**config.mk**
```make
export PLATFORM = sky130hd
export DESIGN_NAME = exp_job_driver_flat
export DESIGN_NICKNAME = d
export VERILOG_FILES = /design/src/rtl/exp_pkg.sv /design/src/rtl/exp_job_driver_if.sv /design/src/rtl/exp_op_fifo.sv /design/src/rtl/exp_job_driver.sv /design/src/flat_wrapper.sv
export SDC_FILE = /design/constraint.sdc
export NUM_CORES = 1
export LEC_CHECK = 0
export BUFFER_PORTS_ARGS = -buffer_cell sky130_fd_sc_hd__buf_2
export CAP_MARGIN = 15
export CORE_ASPECT_RATIO = 1.4
export CORE_UTILIZATION = 30
export DETAILED_ROUTE_END_ITERATION = 10
export GPL_TIMING_DRIVEN = 0
export MAX_ROUTING_LAYER = met4
export PLACE_DENSITY = 0.54
export SLEW_MARGIN = 10
export SYNTH_ARGS = -nofsm -noshare
export SYNTH_HDL_FRONTEND = slang
export SYNTH_SLANG_ARGS = --single-unit
```
**constraint.sdc**
```tcl
create_clock -name clk -period 3 [get_ports clk]
set_input_delay 0.15 -clock clk [delete_from_list [all_inputs] [get_ports clk]]
set_output_delay 0.15 -clock clk [all_outputs]
set_load 0.005 [all_outputs]
```
**src/rtl/exp_pkg.sv**
```systemverilog
// Shared widths, FSM state encoding and result record for the exponential job driver.
package exp_pkg;

  localparam int X_W    = 16;
  localparam int INT_W  = 2;
  localparam int FRAC_W = 16;

  typedef enum logic [1:0] {
    IDLE,
    START,
    WAIT,
    RESULT
  } exp_drv_state_t;

  typedef struct packed {
    logic [X_W-1:0]    x;
    logic [INT_W-1:0]  int_part;
    logic [FRAC_W-1:0] frac;
    logic              err;
  } exp_result_t;

endpackage

```
**src/rtl/exp_job_driver_if.sv**
```systemverilog
// Operand stream, accelerator handshake and result stream of the job driver.
interface exp_job_driver_if;
  import exp_pkg::*;

  logic              op_valid;
  logic              op_ready;
  logic [X_W-1:0]    op_x;

  logic              acc_start;
  logic [X_W-1:0]    acc_x;
  logic              acc_done;
  logic [INT_W-1:0]  acc_intpart;
  logic [FRAC_W-1:0] acc_fracpart;

  logic              res_valid;
  logic              res_ready;
  logic [X_W-1:0]    res_x;
  logic [INT_W-1:0]  res_int;
  logic [FRAC_W-1:0] res_frac;
  logic              res_err;

  logic              busy;

  // The job driver itself.
  modport master (
    input  op_valid, op_x, acc_done, acc_intpart, acc_fracpart, res_ready,
    output op_ready, acc_start, acc_x, res_valid, res_x, res_int, res_frac, res_err, busy
  );

  // The surroundings: upstream producer, accelerator and downstream consumer.
  modport slave (
    output op_valid, op_x, acc_done, acc_intpart, acc_fracpart, res_ready,
    input  op_ready, acc_start, acc_x, res_valid, res_x, res_int, res_frac, res_err, busy
  );

endinterface

```
**src/rtl/exp_op_fifo.sv**
```systemverilog
// Operand FIFO: power-of-two depth, head visible from storage, push blocked when full.
module exp_op_fifo #(
  parameter int DEPTH = 4,
  parameter int W     = 16
) (
  input  logic         clk,
  input  logic         rst_n,
  input  logic         push,
  input  logic [W-1:0] wdata,
  input  logic         pop,
  output logic [W-1:0] head,
  output logic         full,
  output logic         empty
);

  localparam int AW = $clog2(DEPTH);
  localparam logic [AW:0] FULL_CNT = (AW+1)'(DEPTH);

  logic [W-1:0]  mem [DEPTH];
  logic [AW-1:0] wr_ptr;
  logic [AW-1:0] rd_ptr;
  logic [AW:0]   count;
  logic          do_push;
  logic          do_pop;

  // A full FIFO refuses pushes even when a pop happens in the same cycle.
  assign do_push = push && !full;
  assign do_pop  = pop && !empty;
  assign full    = (count == FULL_CNT);
  assign empty   = (count == '0);
  assign head    = mem[rd_ptr];

  // Storage write.
  // NOTE: the data array is not reset; pointers and count alone define validity.
  always_ff @(posedge clk) begin
    if (do_push) mem[wr_ptr] <= wdata;
  end

  // Pointers wrap naturally because DEPTH is a power of two.
  always_ff @(posedge clk or negedge rst_n) begin
    if (!rst_n) begin
      wr_ptr <= '0;
      rd_ptr <= '0;
      count  <= '0;
    end else begin
      if (do_push) wr_ptr <= wr_ptr + 1'b1;
      if (do_pop)  rd_ptr <= rd_ptr + 1'b1;
      case ({do_push, do_pop})
        2'b10:   count <= count + 1'b1;
        2'b01:   count <= count - 1'b1;
        default: count <= count;
      endcase
    end
  end

endmodule

```
**src/rtl/exp_job_driver.sv**
```systemverilog
// Issues buffered operands one at a time to the exponential accelerator, bounds each
// job with a timeout and returns operand plus result on a valid/ready stream.
module exp_job_driver
  import exp_pkg::*;
#(
  parameter int DEPTH   = 4,
  parameter int TIMEOUT = 1023
) (
  input logic              clk,
  input logic              rst_n,
  exp_job_driver_if.master bus
);

  localparam int CNT_W = $clog2(TIMEOUT + 1);
  localparam logic [CNT_W-1:0] TO_CNT = CNT_W'(TIMEOUT);

  exp_drv_state_t    state;
  exp_drv_state_t    state_n;
  logic [X_W-1:0]    fifo_head;
  logic              fifo_full;
  logic              fifo_empty;
  logic              pop;
  logic              done_hit;
  logic              timeout_hit;
  logic [CNT_W-1:0]  cnt;
  logic [X_W-1:0]    acc_x_q;
  exp_result_t       res_q;

  exp_op_fifo #(
    .DEPTH (DEPTH),
    .W     (X_W)
  ) u_fifo (
    .clk   (clk),
    .rst_n (rst_n),
    .push  (bus.op_valid),
    .wdata (bus.op_x),
    .pop   (pop),
    .head  (fifo_head),
    .full  (fifo_full),
    .empty (fifo_empty)
  );

  // State register.
  // NOTE: clocked state uses non-blocking assignments so every flop samples pre-edge values.
  always_ff @(posedge clk or negedge rst_n) begin
    if (!rst_n) state <= IDLE;
    else        state <= state_n;
  end

  // Next state and per-cycle job events; done outranks timeout, and done outside WAIT is ignored.
  // NOTE: every output of this block gets a default first so no latch is inferred.
  always_comb begin
    state_n     = state;
    pop         = 1'b0;
    done_hit    = 1'b0;
    timeout_hit = 1'b0;
    case (state)
      IDLE: begin
        if (!fifo_empty) begin
          pop     = 1'b1;
          state_n = START;
        end
      end
      START: state_n = WAIT;
      WAIT: begin
        if (bus.acc_done) begin
          done_hit = 1'b1;
          state_n  = RESULT;
        end else if (cnt == TO_CNT) begin
          timeout_hit = 1'b1;
          state_n     = RESULT;
        end
      end
      RESULT: begin
        if (bus.res_ready) state_n = IDLE;
      end
      default: state_n = IDLE;
    endcase
  end

  // Operand register, timeout counter and captured result.
  always_ff @(posedge clk or negedge rst_n) begin
    if (!rst_n) begin
      acc_x_q <= '0;
      cnt     <= '0;
      res_q   <= '0;
    end else begin
      if (pop) acc_x_q <= fifo_head;

      if (state == START) cnt <= '0;
      else if (state == WAIT && !done_hit && !timeout_hit) cnt <= cnt + 1'b1;

      if (done_hit) begin
        res_q <= '{x: acc_x_q, int_part: bus.acc_intpart, frac: bus.acc_fracpart, err: 1'b0};
      end else if (timeout_hit) begin
        res_q <= '{x: acc_x_q, int_part: '0, frac: '0, err: 1'b1};
      end
    end
  end

  // Outputs decode flops only; op_ready depends on the FIFO count alone.
  assign bus.op_ready  = !fifo_full;
  assign bus.acc_start = (state == START);
  assign bus.acc_x     = acc_x_q;
  assign bus.res_valid = (state == RESULT);
  assign bus.res_x     = res_q.x;
  assign bus.res_int   = res_q.int_part;
  assign bus.res_frac  = res_q.frac;
  assign bus.res_err   = res_q.err;
  assign bus.busy      = (state != IDLE) || !fifo_empty;

endmodule

```
**src/flat_wrapper.sv**
```systemverilog
// flat-port wrapper written by rule: the top's interface ports become plain ports
module exp_job_driver_flat import exp_pkg::*;
#(
  parameter int DEPTH   = 4,
  parameter int TIMEOUT = 1023
)
  (clk, rst_n, bus_op_valid, bus_op_x, bus_acc_done, bus_acc_intpart, bus_acc_fracpart, bus_res_ready, bus_op_ready, bus_acc_start, bus_acc_x, bus_res_valid, bus_res_x, bus_res_int, bus_res_frac, bus_res_err, bus_busy);
  exp_job_driver_if bus_i ();
  input logic clk;
  input logic rst_n;
  input wire logic [$bits(bus_i.op_valid)-1:0] bus_op_valid;
  input wire logic [$bits(bus_i.op_x)-1:0] bus_op_x;
  input wire logic [$bits(bus_i.acc_done)-1:0] bus_acc_done;
  input wire logic [$bits(bus_i.acc_intpart)-1:0] bus_acc_intpart;
  input wire logic [$bits(bus_i.acc_fracpart)-1:0] bus_acc_fracpart;
  input wire logic [$bits(bus_i.res_ready)-1:0] bus_res_ready;
  output wire logic [$bits(bus_i.op_ready)-1:0] bus_op_ready;
  output wire logic [$bits(bus_i.acc_start)-1:0] bus_acc_start;
  output wire logic [$bits(bus_i.acc_x)-1:0] bus_acc_x;
  output wire logic [$bits(bus_i.res_valid)-1:0] bus_res_valid;
  output wire logic [$bits(bus_i.res_x)-1:0] bus_res_x;
  output wire logic [$bits(bus_i.res_int)-1:0] bus_res_int;
  output wire logic [$bits(bus_i.res_frac)-1:0] bus_res_frac;
  output wire logic [$bits(bus_i.res_err)-1:0] bus_res_err;
  output wire logic [$bits(bus_i.busy)-1:0] bus_busy;
  assign bus_i.op_valid = bus_op_valid;
  assign bus_i.op_x = bus_op_x;
  assign bus_i.acc_done = bus_acc_done;
  assign bus_i.acc_intpart = bus_acc_intpart;
  assign bus_i.acc_fracpart = bus_acc_fracpart;
  assign bus_i.res_ready = bus_res_ready;
  assign bus_op_ready = bus_i.op_ready;
  assign bus_acc_start = bus_i.acc_start;
  assign bus_acc_x = bus_i.acc_x;
  assign bus_res_valid = bus_i.res_valid;
  assign bus_res_x = bus_i.res_x;
  assign bus_res_int = bus_i.res_int;
  assign bus_res_frac = bus_i.res_frac;
  assign bus_res_err = bus_i.res_err;
  assign bus_busy = bus_i.busy;
  exp_job_driver #(.DEPTH(DEPTH), .TIMEOUT(TIMEOUT)) u_core (.clk(clk), .rst_n(rst_n), .bus(bus_i));
endmodule
```
# [After elaboration in Yosys (flattened, before gate mapping)]
# Memory sizes are Yosys's and may differ from the RTL's. A register that Yosys moved wholly into a read port is not among the register bits.
# Cells that the tools add are included.
[word_totals] reg_bits=54 latch_bits=0 ram_bits=64 romBits=0 in_bits=39 out_inout_bits=55 elab_cells=61 mem_count=1
[op_classes] addsub=5 mul=0 div_mod_pow=0 magnitude_cmp=0 n_eq_ne=10 n_shift=0 n_mux=19 bitwise_logic=0 reduce_logical=17
[memory_table] memory="u_core.u_fifo.mem" depth=4 word_bits=16 read_ports=1 rd_clocked_by_memory_dff=1 write_ports=1 line="exp_op_fifo.sv:19" rtl="logic [W-1:0] mem [DEPTH];"
[ops] op="two-way mux 35 bit" count=2
[ops] op="two-way mux 10 bit" count=2
[ops] op="adder 10 x 1 -> 10 bit, second input constant" count=1
[ops] op="equality test 10 bit, second input constant" count=1
[ops] op="two-way mux 1 bit" count=9
[ops] op="two-way mux 2 bit" count=4
[ops] op="one-hot mux 2 bit (4 select lines)" count=1
[ops] op="nonzero test 2 bit" count=4
[ops] op="equality test 2 bit, second input constant" count=3
[ops] op="one-hot mux 3 bit (2 select lines)" count=1
[ops] op="zero test 1 bit" count=5
[ops] op="adder 2 x 1 -> 2 bit, second input constant" count=2
[ops] op="equality test 2 x 1 -> 1 bit, second input constant" count=2
[ops] op="logical AND 1 bit" count=4
[ops] op="!= test 2 bit, second input constant" count=2
[ops] op="adder 3 x 1 -> 3 bit, second input constant" count=1
[ops] op="equality test 3 bit, second input constant" count=1
[ops] op="zero test 3 bit" count=1
[ops] op="!= test 3 x 2 -> 1 bit, second input constant" count=1
[ops] op="AND reduction 3 bit" count=1
[ops] op="subtractor 3 x 1 -> 3 bit, second input constant" count=1
[ops] op="zero test 2 bit" count=1
[ops] op="logical OR 1 bit" count=1

# [Longest topological paths before layout]
# Gate-level depths: netlist of the first run.
[logic_depth] depth_word=8 depth_mapped=11 ltp_nobuf=10

# [Modules after synthesis]
# A second synthesis of the first run with hierarchy kept.
[unflattened] hier_cells=305 hier_area_um2=5373.9
[modules_own_cells] mod="exp_op_fifo" instances=1 cells_each=122 area_per_inst_um2=2737.6 seq_area_each_um2=2097.0
[modules_own_cells] mod="exp_job_driver" instances=1 cells_each=183 area_per_inst_um2=2636.3 seq_area_each_um2=1576.5

# [Least setup slack after synthesis of the first run]
# No wires, ideal clock.
[synth_timing] path_type="register -> register" start="reg u_core.state[0]" end="reg u_core.u_fifo.count[2]" setup_ps=79 arrival_ps=2241 setup_slack_ps=680 stages_incl_launch_ff=12 path_cell_list="dfrtp_1 > inv_1 > ha_1 > o31ai_2 > inv_2 > clkbuf_1 > ha_1 > inv_1 > fa_1 > xor2_1 > nor2_1 > xor2_1"
[synth_via] elab_chain_len=5 word_cells_on_any_way=7 cone_classes="2 x eq/ne; 2 x mux; 3 x reduce/logical"
[synth_rtl] item="start: declaration" line="exp_job_driver.sv:17" rtl="exp_drv_state_t state;"
[synth_rtl] item="start signal: assignment" line="exp_job_driver.sv:47" rtl="else state <= state_n;"
[synth_rtl] item="zero test 2 bit (*)" line="exp_job_driver.sv:57" rtl="case (state)"
[synth_rtl] item="two-way mux 1 bit (*)" line="exp_job_driver.sv:57"
[synth_rtl] item="via u_core.pop" line="exp_job_driver.sv:22" rtl="logic pop;"
[synth_rtl] item="logical AND 1 bit (*)" line="exp_op_fifo.sv:28" rtl="assign do_pop = pop && !empty;"
[synth_rtl] item="equality test 2 x 1 -> 1 bit / equality test 2 bit (equally long branches)" line="exp_op_fifo.sv:48" rtl="case ({do_push, do_pop})"
[synth_rtl] item="one-hot mux 3 bit (2 select lines) / nonzero test 2 bit (equally long branches)"
[synth_rtl] item="end signal: assignment" line="exp_op_fifo.sv:49" rtl="2'b10: count <= count + 1'b1;"
[synth_rtl] item="end signal: assignment" line="exp_op_fifo.sv:50" rtl="2'b01: count <= count - 1'b1;"
[synth_rtl] item="end signal: assignment" line="exp_op_fifo.sv:51" rtl="default: count <= count;"
[synth_rtl] item="end: declaration" line="exp_op_fifo.sv:22" rtl="logic [AW:0] count;"
# The timed path passes the listed nets; every way through them passes the cells marked *.
# A chain may end at the register's enable or synchronous reset.

# [Final worst setup path of the first run]
[layout_timing] start="reg u_core.u_fifo.count[1]" end="reg u_core.u_fifo.count[1]"
[layout_via] elab_chain_len=6 word_cells_on_any_way=14 cone_classes="2 x add/sub; 3 x eq/ne; 3 x mux; 6 x reduce/logical"
[layout_rtl] item="zero test 3 bit" line="exp_op_fifo.sv:30" rtl="assign empty = (count == '0);"
[layout_rtl] item="two-way mux 1 bit" line="exp_job_driver.sv:59" rtl="if (!fifo_empty) begin"
[layout_rtl] item="two-way mux 1 bit" line="exp_job_driver.sv:57"
[layout_rtl] item="logical AND 1 bit" line="exp_op_fifo.sv:28"
[layout_rtl] item="equality test 2 x 1 -> 1 bit / equality test 2 bit (equally long branches)" line="exp_op_fifo.sv:48"
[layout_rtl] item="one-hot mux 3 bit (2 select lines) / nonzero test 2 bit (equally long branches)"
# Several ways; a longest one is shown, not always the timed one.

==> results.toml, run 1 <==
[logic_synthesis]
ys.warnings.count = 0
synth_fp_nets = 391
synthTopCellsByCount = "dfrtp_1, edfxtp_1, nand2_1"
yosysMostFrequentCell = "dfrtp_1"
yosys.area.top_type = "edfxtp_1"
synth.area.mux_share_pct = 11.9
syn_area_mm2 = 0.00537
synth_compound_area_share_pct = 5.76
syn_inst = 340
ys_top_cells_by_area = "edfxtp_1, dfrtp_1, mux4_2"
ys_ff_latch = 134
synth.top_cell.area_share_pct = 35.8
syn_avg_cell_area_um2 = 15.8
synth-simple-area-share_pct = 7.44
synthXorXnorAreaFrac_pct = 1.14
synth_top_family_by_area = "multiplexers"
synthArstFlopShare_pct = 52.2
synthAdderAreaFrac_pct = 2.94
yosysUniqueCellTypes = 43
synth_edf_count = 64
seq_area_frac_synth_pct = 68.5
synth_flop_cell = "dfrtp_1"

[clocking]
postCtsSetupRepairBufs = 0
clk_pin_slew_ps = 60
cts_buffers = 17
cts_root_buffer = "clkbuf_16"
clk_path_buf_depth = 2
insertion_delay_ps = 420
h-tree-depth = 4
clkSinkCount = 134
tritoncts = "yes"

[worst_hold_path]
whs_endpoint = "u_core.u_fifo.wr_ptr[0]"
hold_path.class = "in2reg"
worstHoldStart = "bus_op_valid"
whs_path_depth = 3

[sta]
rsz0062_at_grt = "no"
slew_violations = 0
clock_skew_ps = 7.55
min_period_ps = 2510
post-route-period-util_pct = 83.8
max_slew_margin_pct = 41.1
finalSetupViolCount = 0
fmax_ghz = 0.398
totalNegativeSetupSlack_ps = 0
tightest_slew_ps = 883
hold_viol_final = 0

[critical_path]
path_cells = "o31ai_2 -> inv_2 -> ha_1 -> inv_1 -> fa_1 -> o21ai_0"
critPathKind = "reg2reg"
critPathMaxFanout = 18
reg2reg_to = "u_core.u_fifo.count[1]"
crit_path_max_incr_delay_ps = 700
r2r_cells = 6
cp-end-kind = "register"
crit_family = "compound AO/OA/AOI/OAI gates"
r2r_start = "u_core.u_fifo.count[1]"
reg2reg_slack_ps = 490
startpoint = "u_core.u_fifo.count[1]"
cpMaxStageDelayCell = "o31ai_2"
critPathBufInv = 2
required_ps = 3320
start_kind = "register"
cp.arrival_ps = 2840

[place]
numPortBuffers = 93
place.detailed.hpwl_mm = 7.72
gp_congestion = 0.772

[floorplanning]
die_y_um = 160
die_x_um = 115
fp-row-count = 57
initial_utilization_pct = 30.8
ios = 94
die_area_mm2 = 0.0184
design.core.area_mm2 = 0.0174

[drt]
detail_route.wl_per_cell_um = 14.9
num_vias = 3270
ant_nets = 0
drt-total-wl_mm = 11.0
routed_via_density = 4.44
dr.pass1.iters = 4
drt_first_iter_violations = 140
drc = 0

[flow_run]
maxCapViolCount = 0

[finish]
finish.utilization_pct = 40.6
layout-drive-gt1-share_pct = 34.8
num-fill-cells = 1683
area_growth_pct = 31.7
diodes = 0
fin_nets = 538

[global_route]
gr-total-overflow = 0
grt_pass1_wl_mm = 17.6
grt_pass1_vias = 3406
grt_antenna_before_repair = 0
grt_util_all_layers_pct = 13.2
grt_max_degree = 43

[power_and_ir_drop]
power_density_mw_per_mm2 = 984
power.leakage_nw = 3.11
vdd_ir_drop_max_mv = 0.514

[run_status]
status = "complete, no violations"
## how the worst max path moves through the flow
| stage | end | cells past startpoint |
|---|---|---|
| after floorplan | u_core.u_fifo.count[2] | 11 |
| after global placement | u_core.u_fifo.count[2] | 11 |
| after detailed placement | u_core.u_fifo.count[2] | 11 |
| after CTS | u_core.u_fifo.count[2] | 11 |
| after global routing | u_core.u_fifo.count[1] | 6 |
| final | u_core.u_fifo.count[1] | 6 |
## state kept, by name, summed over array words and instances, names as in the netlist
name and flops:
u_core.state 2, u_core.bus.res_frac 16, u_core.bus.res_err 1, u_core.u_fifo.mem 64, u_core.cnt 10, u_core.u_fifo.rd_ptr 2
u_core.bus.acc_x 16, u_core.u_fifo.count 3, u_core.u_fifo.wr_ptr 2, u_core.bus.res_x 16, u_core.bus.res_int 2
## per-stage QoR
stage	cell area (µm²)	power, mW	std cells	setup WS [ps]	hold WS (ps)
global placement	6130	4.93	669	266	361
finish	7070	6.95	736	487	159
floorplan	5370	4.18	340	680	-146
global route	7070	7.40	736	278	175
CTS	7070	7.09	737	147	138
detailed placement	6150	5.02	670	167	96.4
## report_power, final
group	switching (mW)	internal, mW	leakage (nW)
Clock	0.892	1.11	0.286
Combinational	1.06	1.05	1.36
Sequential	0.310	2.53	1.47
Total	2.26	4.69	3.11
## area by class of cell
class	count	area [µm²]	area share (%)
clock buffer	17	425	6.02
inverter	13	48.8	0.690
tap	236	295	4.18
timing repair buffer	129	838	11.9
multi-input combinational	180	1570	22.1
buffer	12	75.1	1.06
sequential	134	3670	52.0
clock inverter	15	146	2.07
## cell usage in the layout, fill, tap and decap left out, drive strengths merged
cell / n
a21oi: 4
a22o: 18
a311o: 1
a311oi: 1
a31o: 1
a31oi: 1
and2: 3
and3: 5
and4: 3
and4b: 2
buf: 103
clkbuf: 20
clkinv: 2
dfrtp: 70
dlygate4sd3: 35
edfxtp: 64
fa: 1
ha: 11
inv: 26
mux2: 18
mux2i: 3
mux4: 16
nand2: 54
nand2b: 1
nand3: 5
nand4: 1
nor2: 8
nor3: 1
o211ai: 1
o21a: 2
o21ai: 6
o31ai: 3
or3: 2
or4b: 1
xnor2: 5
xor2: 2
## routing by layer
| layer | vias to the layer above | part of all wire [%] | track usage (%) |
|---|---|---|---|
| met5 | - | 0 | - |
| met4 | 0 | 1.3 | 5.73 |
| met3 | 12 | 3.5 | 3.04 |
| met2 | 69 | 55 | 23.5 |
| met1 | 1645 | 40 | 13.5 |
| li1 | 1544 | - | - |
## kinds of logic after synthesis
logic type	after synthesis
AO/OA/AOI/OAI	38
adder cells (fa/ha/maj)	12
XOR/XNOR	7
buffers and inverters	26
multiplexers	37
flip-flops	134
AND/OR/NAND/NOR	86
## what timing repair did
action / CTS / global route
setup endpoints to repair: 0 / 1
hold buffers: 35 / 0
gates resized for setup: 0 / 0
hold endpoints to repair: 110 / 0
## worst min-delay path: cells and delay by family
| kind | cells | cell delay (ps) |
|---|---|---|
| XOR/XNOR | 1 | 80 |
| buffers and inverters | 1 | 110 |
| AND/OR/NAND/NOR | 1 | 190 |
(Power assumes the default switching activity.)
==> inputs of run 2 (changes only) <==
--- a/config.mk
+++ b/config.mk
@@ -5,6 +5,7 @@
 export SDC_FILE = /design/constraint.sdc
 export NUM_CORES = 1
 export LEC_CHECK = 0
+export ABC_AREA = 1
 export BUFFER_PORTS_ARGS = -buffer_cell sky130_fd_sc_hd__buf_2
 export CAP_MARGIN = 15
 export CORE_ASPECT_RATIO = 1.4
==> constraint.sdc (replaced) <==
create_clock -name clk -period 2.4 [get_ports clk]
set_input_delay 0.12 -clock clk [delete_from_list [all_inputs] [get_ports clk]]
set_output_delay 0.12 -clock clk [all_outputs]
set_load 0.005 [all_outputs]
==> results.toml, run 2 <==
[run_status]
status = "complete, no violations"

[sta]
hold_viol_final = 0
rsz0062_at_grt = "no"
clock_skew_ps = 7.09
totalNegativeSetupSlack_ps = 0
slew_violations = 0
fmax_ghz = 0.454
tightest_slew_ps = 533
layout_setup_ws_ps = 198
finalSetupViolCount = 0
hold_ws_ps = 105
min_period_ps = 2200
post-route-period-util_pct = 91.7
max_slew_margin_pct = 64.5

[logic_synthesis]
yosys.area.top_type = "edfxtp_1"
ys_ff_latch = 134
synth_fp_nets = 576
syn_avg_cell_area_um2 = 10.7
synth.top_cell.area_share_pct = 34.3
synthArstFlopShare_pct = 52.2
ys_top_cells_by_area = "edfxtp_1, dfrtp_1, nand2_1"
syn_area_mm2 = 0.00560
synth_flop_cell = "dfrtp_1"
synthTopCellsByCount = "nand2_1, nor2_1, dfrtp_1"
synth_edf_count = 64
yosysUniqueCellTypes = 33
yosysMostFrequentCell = "nand2_1"
syn_inst = 525
ys.warnings.count = 0
seq_area_frac_synth_pct = 65.6

[floorplanning]
fp-row-count = 58
ios = 94
die_y_um = 164
die_area_mm2 = 0.0192
design.core.area_mm2 = 0.0181
initial_utilization_pct = 30.9
die_x_um = 118

[global_route]
grt_pass1_vias = 4168
grt_max_degree = 54
grt_util_all_layers_pct = 14.7
grt_antenna_before_repair = 0
gr-total-overflow = 0
grt_pass1_wl_mm = 21.3

[flow_run]
maxCapViolCount = 0

[critical_path]
reg2reg_to = "u_core.u_fifo.count[2]"
critPathKind = "reg2reg"
start_kind = "register"
path_cells = "inv_1 -> ha_1 -> nand2_1 -> inv_2 -> ha_1 -> inv_1 -> fa_1 -> nor2_1 -> nor2_1 -> nand2_1 -> xor2_1"
reg2reg_slack_ps = 200
crit_path_max_incr_delay_ps = 400
required_ps = 2730
r2r_cells = 11
critPathBufInv = 3
cpMaxStageDelayCell = "dfrtp_1"
crit_family = "adder cells"
critPathMaxFanout = 16
cp.arrival_ps = 2530
r2r_start = "u_core.state[1]"
cp-end-kind = "register"

[power_and_ir_drop]
total_power_mw = 9.55
vdd_ir_drop_max_mv = 0.543
sw_frac_of_total_pct = 34.0
pwr-share-seq_pct = 36.9
p_clk_share_pct = 30.2
power.share.combinational_pct = 32.8
power_density_mw_per_mm2 = 1280
power.leakage_nw = 3.25
p_int_mw = 6.31
power.switching_mw = 3.25

[finish]
num-fill-cells = 1747
layout-drive-gt1-share_pct = 24.2
layout_commonest_cell = "buf_2"
stdcell_count = 929
final_area_mm2 = 0.00748
diodes = 0
finish.utilization_pct = 41.2
fin_nets = 727
regMostFlops = "u_core.u_fifo.mem"
largest_reg_flops = 64
mostFrequentLayoutCells = "buf_2, nand2_1, nor2_1"
area_growth_pct = 33.4

[drt]
detail_route.wl_per_cell_um = 14.3
num_vias = 4170
drt_first_iter_violations = 285
drt-total-wl_mm = 13.3
ant_nets = 0
drc = 0
dr.pass1.iters = 4
routed_via_density = 4.49

[clocking]
insertion_delay_ps = 410
clk_path_buf_depth = 2
clkSinkCount = 134
postCtsSetupRepairBufs = 0
cts_resized = 0
clk_pin_slew_ps = 60
h-tree-depth = 4
tritoncts = "yes"
cts_buffers = 17
cts_root_buffer = "clkbuf_16"

[place]
numPortBuffers = 93
place_ws_ps = -111
dp_cells = 863
placedInstanceArea_mm2 = 0.00647
gp_congestion = 0.794
place.detailed.hpwl_mm = 9.52

[worst_hold_path]
whs_endpoint = "u_core.cnt[8]"
worstHoldStart = "bus_acc_done"
whs_path_depth = 6
hold_path.class = "in2reg"
[run 2: power by group through the flow]
stage	clock (mW)	combinational [mW]	sequential [mW]
after floorplan	0	1.85	3.55
after global placement	0	2.99	3.55
after detailed placement	0	3.15	3.57
after CTS	2.96	3.21	3.53
after global routing	3.05	3.56	3.61
final	2.89	3.14	3.53
[run 2: routing by layer]
layer | track usage, % | wire, µm | up-vias
li1 | - | - | 2046
met1 | 15.7 | 5450 | 2001
met2 | 26.4 | 7050 | 104
met3 | 3.47 | 585 | 19
met4 | 5.54 | 233 | 0
met5 | - | 0 | -
[run 2: final cells by class]
cell class / instances / area (µm²) / share of cell area [%]
well taps: 240 / 300 / 4.02
repair buffers: 133 / 906 / 12.1
flip-flops and latches: 134 / 3670 / 49.1
inverters: 40 / 150 / 2.01
clock buffers: 17 / 425 / 5.69
clock inverters: 15 / 234 / 3.13
plain buffers: 22 / 121 / 1.62
multi-input cells: 328 / 1670 / 22.3
[run 2: how the worst max path moves through the flow]
stage	start	to	slack, ps	cells after the start
2_1_floorplan	u_core.state[0]	u_core.u_fifo.count[2]	350	12
3_3_place_gp	u_core.u_fifo.count[0]	u_core.u_fifo.mem[3][1]	-160	4
3_5_place_dp	u_core.state[0]	u_core.u_fifo.count[2]	-110	12
4_1_cts	u_core.state[0]	u_core.u_fifo.count[2]	170	11
5_1_grt	u_core.state[0]	u_core.u_fifo.count[2]	20	11
6_report	u_core.state[1]	u_core.u_fifo.count[2]	200	11
[run 2: cells by family after synthesis]
| group | count (synthesis) | synth area share, % |
|---|---|---|
| flops | 134 | 65.6 |
| simple gates | 221 | 16.8 |
| fa+ha+maj | 12 | 2.81 |
| xor+xnor | 5 | 0.781 |
| buf+inv | 63 | 4.91 |
| compound gates | 90 | 9.13 |
[run 2: worst min-delay path: cells and delay by family]
family                 cells  cell delay [ps]
buffers and inverters      1              110
AND/OR/NAND/NOR            5              240
[run 2: what timing repair did]
item                                   in CTS  in global routing
hold buffers                               35                  0
setup endpoints to repair                   1                  0
endpoints found under the hold margin     152                  0
==> inputs of run 3 (changes only) <==
--- a/config.mk
+++ b/config.mk
@@ -5,7 +5,6 @@
 export SDC_FILE = /design/constraint.sdc
 export NUM_CORES = 1
 export LEC_CHECK = 0
-export ABC_AREA = 1
 export BUFFER_PORTS_ARGS = -buffer_cell sky130_fd_sc_hd__buf_2
 export CAP_MARGIN = 15
 export CORE_ASPECT_RATIO = 1.4
==> results.toml, run 3 (same netlist as run 1, synthesis figures left out) <==
[run_status]
status = "complete, no violations"

[clocking]
clkSinkCount = 134
tritoncts = "yes"
insertion_delay_ps = 420
clk_pin_slew_ps = 60
cts_buffers = 17
clk_path_buf_depth = 2
cts_root_buffer = "clkbuf_16"
h-tree-depth = 4

[floorplanning]
die_x_um = 115
die_y_um = 160
fp-row-count = 57
ios = 94
design.core.area_mm2 = 0.0174
die_area_mm2 = 0.0184
initial_utilization_pct = 30.8

[critical_path]
reg2reg_to = "u_core.bus.res_x[8]"
reg2reg_slack_ps = 160
r2r_cells = 7
r2r_start = "u_core.cnt[0]"
endpoint = "u_core.bus.res_x[8]"
cp.arrival_ps = 2540
cp-end-kind = "register"
start_kind = "register"
required_ps = 2700
critPathMaxFanout = 10
critPathKind = "reg2reg"
startpoint = "u_core.cnt[0]"

[global_route]
grt_pass1_wl_mm = 17.6
grt_max_degree = 43
grt_antenna_before_repair = 0
gr-total-overflow = 0
grt_pass1_vias = 3403
grt_util_all_layers_pct = 13.1

[place]
dp_cells = 670
place_ws_ps = -433
placedInstanceArea_mm2 = 0.00615
numPortBuffers = 93
gp_congestion = 0.772
place.detailed.hpwl_mm = 7.72

[flow_run]
maxCapViolCount = 0

[sta]
min_period_ps = 2240
clock_skew_ps = 7.39
tightest_slew_ps = 883
fmax_ghz = 0.446
slew_violations = 0
post-route-period-util_pct = 93.4
finalSetupViolCount = 0
layout_setup_ws_ps = 157
max_slew_margin_pct = 41.1
rsz0062_at_grt = "no"
hold_viol_final = 0
totalNegativeSetupSlack_ps = 0

[power_and_ir_drop]
vdd_ir_drop_max_mv = 0.645
power_density_mw_per_mm2 = 1230
power.leakage_nw = 3.13

[finish]
area_growth_pct = 32.5
mostFrequentLayoutCells = "buf_2, dfrtp_1, edfxtp_1"
stdcell_count = 739
regMostFlops = "u_core.u_fifo.mem"
diodes = 0
num-fill-cells = 1676
fin_nets = 541
final_area_mm2 = 0.00711
largest_reg_flops = 64
layout-drive-gt1-share_pct = 35.4
finish.utilization_pct = 40.9
layout_commonest_cell = "buf_2"

[drt]
dr_wl_met3_um = 402
detail_route.wl_per_cell_um = 14.9
drc = 0
drt_first_iter_violations = 138
dr.pass1.iters = 4
drt-total-wl_mm = 11.0
ant_nets = 0
route.met2.wl_mm = 6.02
m1WireLength_mm = 4.44
routed_via_density = 4.44
num_vias = 3281
highest_layer = "met4"

[worst_hold_path]
hold_path.class = "in2reg"
-- run 3: cell types whose count changed in the layout (fill, tap and decap cells not counted), sizes merged, moves of 8 or more --
cell / delta
nand4: -8
nand3: -27
nor2: -76
mux4: +16
clkbuf: -9
a22o: +18
a21oi: -13
mux2: +18
o21ai: -63
nand2: -38
inv: -13
-- run 3: worst min path at each step --
stage,slack (ps),end,cells past startpoint,start
2_1_floorplan,-180,u_core.bus.acc_x[0],0,rst_n
3_3_place_gp,330,u_core.u_fifo.mem[3][8],1,bus_op_x[8]
3_5_place_dp,70,u_core.bus.res_frac[10],1,rst_n
4_1_cts,110,u_core.u_fifo.wr_ptr[0],3,bus_op_valid
5_1_grt,150,u_core.u_fifo.wr_ptr[0],3,bus_op_valid
6_report,130,u_core.u_fifo.wr_ptr[0],3,bus_op_valid
-- run 3: layout make-up --
class | count | area [µm²] | area share, %
Multi-Input combinational cell | 180 | 1580 | 22.2
Clock inverter | 15 | 146 | 2.06
Sequential cell | 134 | 3670 | 51.7
Clock buffer | 17 | 425 | 5.98
Buffer | 12 | 75.1 | 1.06
Inverter | 13 | 53.8 | 0.757
Timing Repair Buffer | 132 | 861 | 12.1
Tap cell | 236 | 295 | 4.15
-- run 3: layer usage --
layer / global-route usage [%] / vias to the layer above
li1: - / 1549
met1: 13.5 / 1646
met2: 23.4 / 71
met3: 3.11 / 15
met4: 5.73 / 0
met5: - / -
-- run 3: timing repair --
action / in CTS / in global routing
setup buffers: 0 / 3
hold buffers: 35 / 0
resized for setup: 2 / 2
endpoints found under the hold margin: 152 / 0
endpoints found under the setup margin: 2 / 1
-- run 3: per-stage QoR --
step	power (mW)	hold WS (ps)
after floorplan	5.23	-176
after global placement	6.16	331
after detailed placement	6.27	66.4
after CTS	8.88	108
after global routing	9.32	145
final	8.77	128
-- run 3: report_power, final --
group	leakage [nW]	switching (mW)	internal, mW
clock	0.286	1.12	1.39
sequential	1.47	0.400	3.16
combinational	1.38	1.34	1.36
-- run 3: critical path: stages (launching register included) --
cell and delay, ps:
dfrtp_1 460, ha_1 290, and4_4 210, and3_1 170
buf_4 150, o21ai_4 310, buf_8 220, mux2_4 310
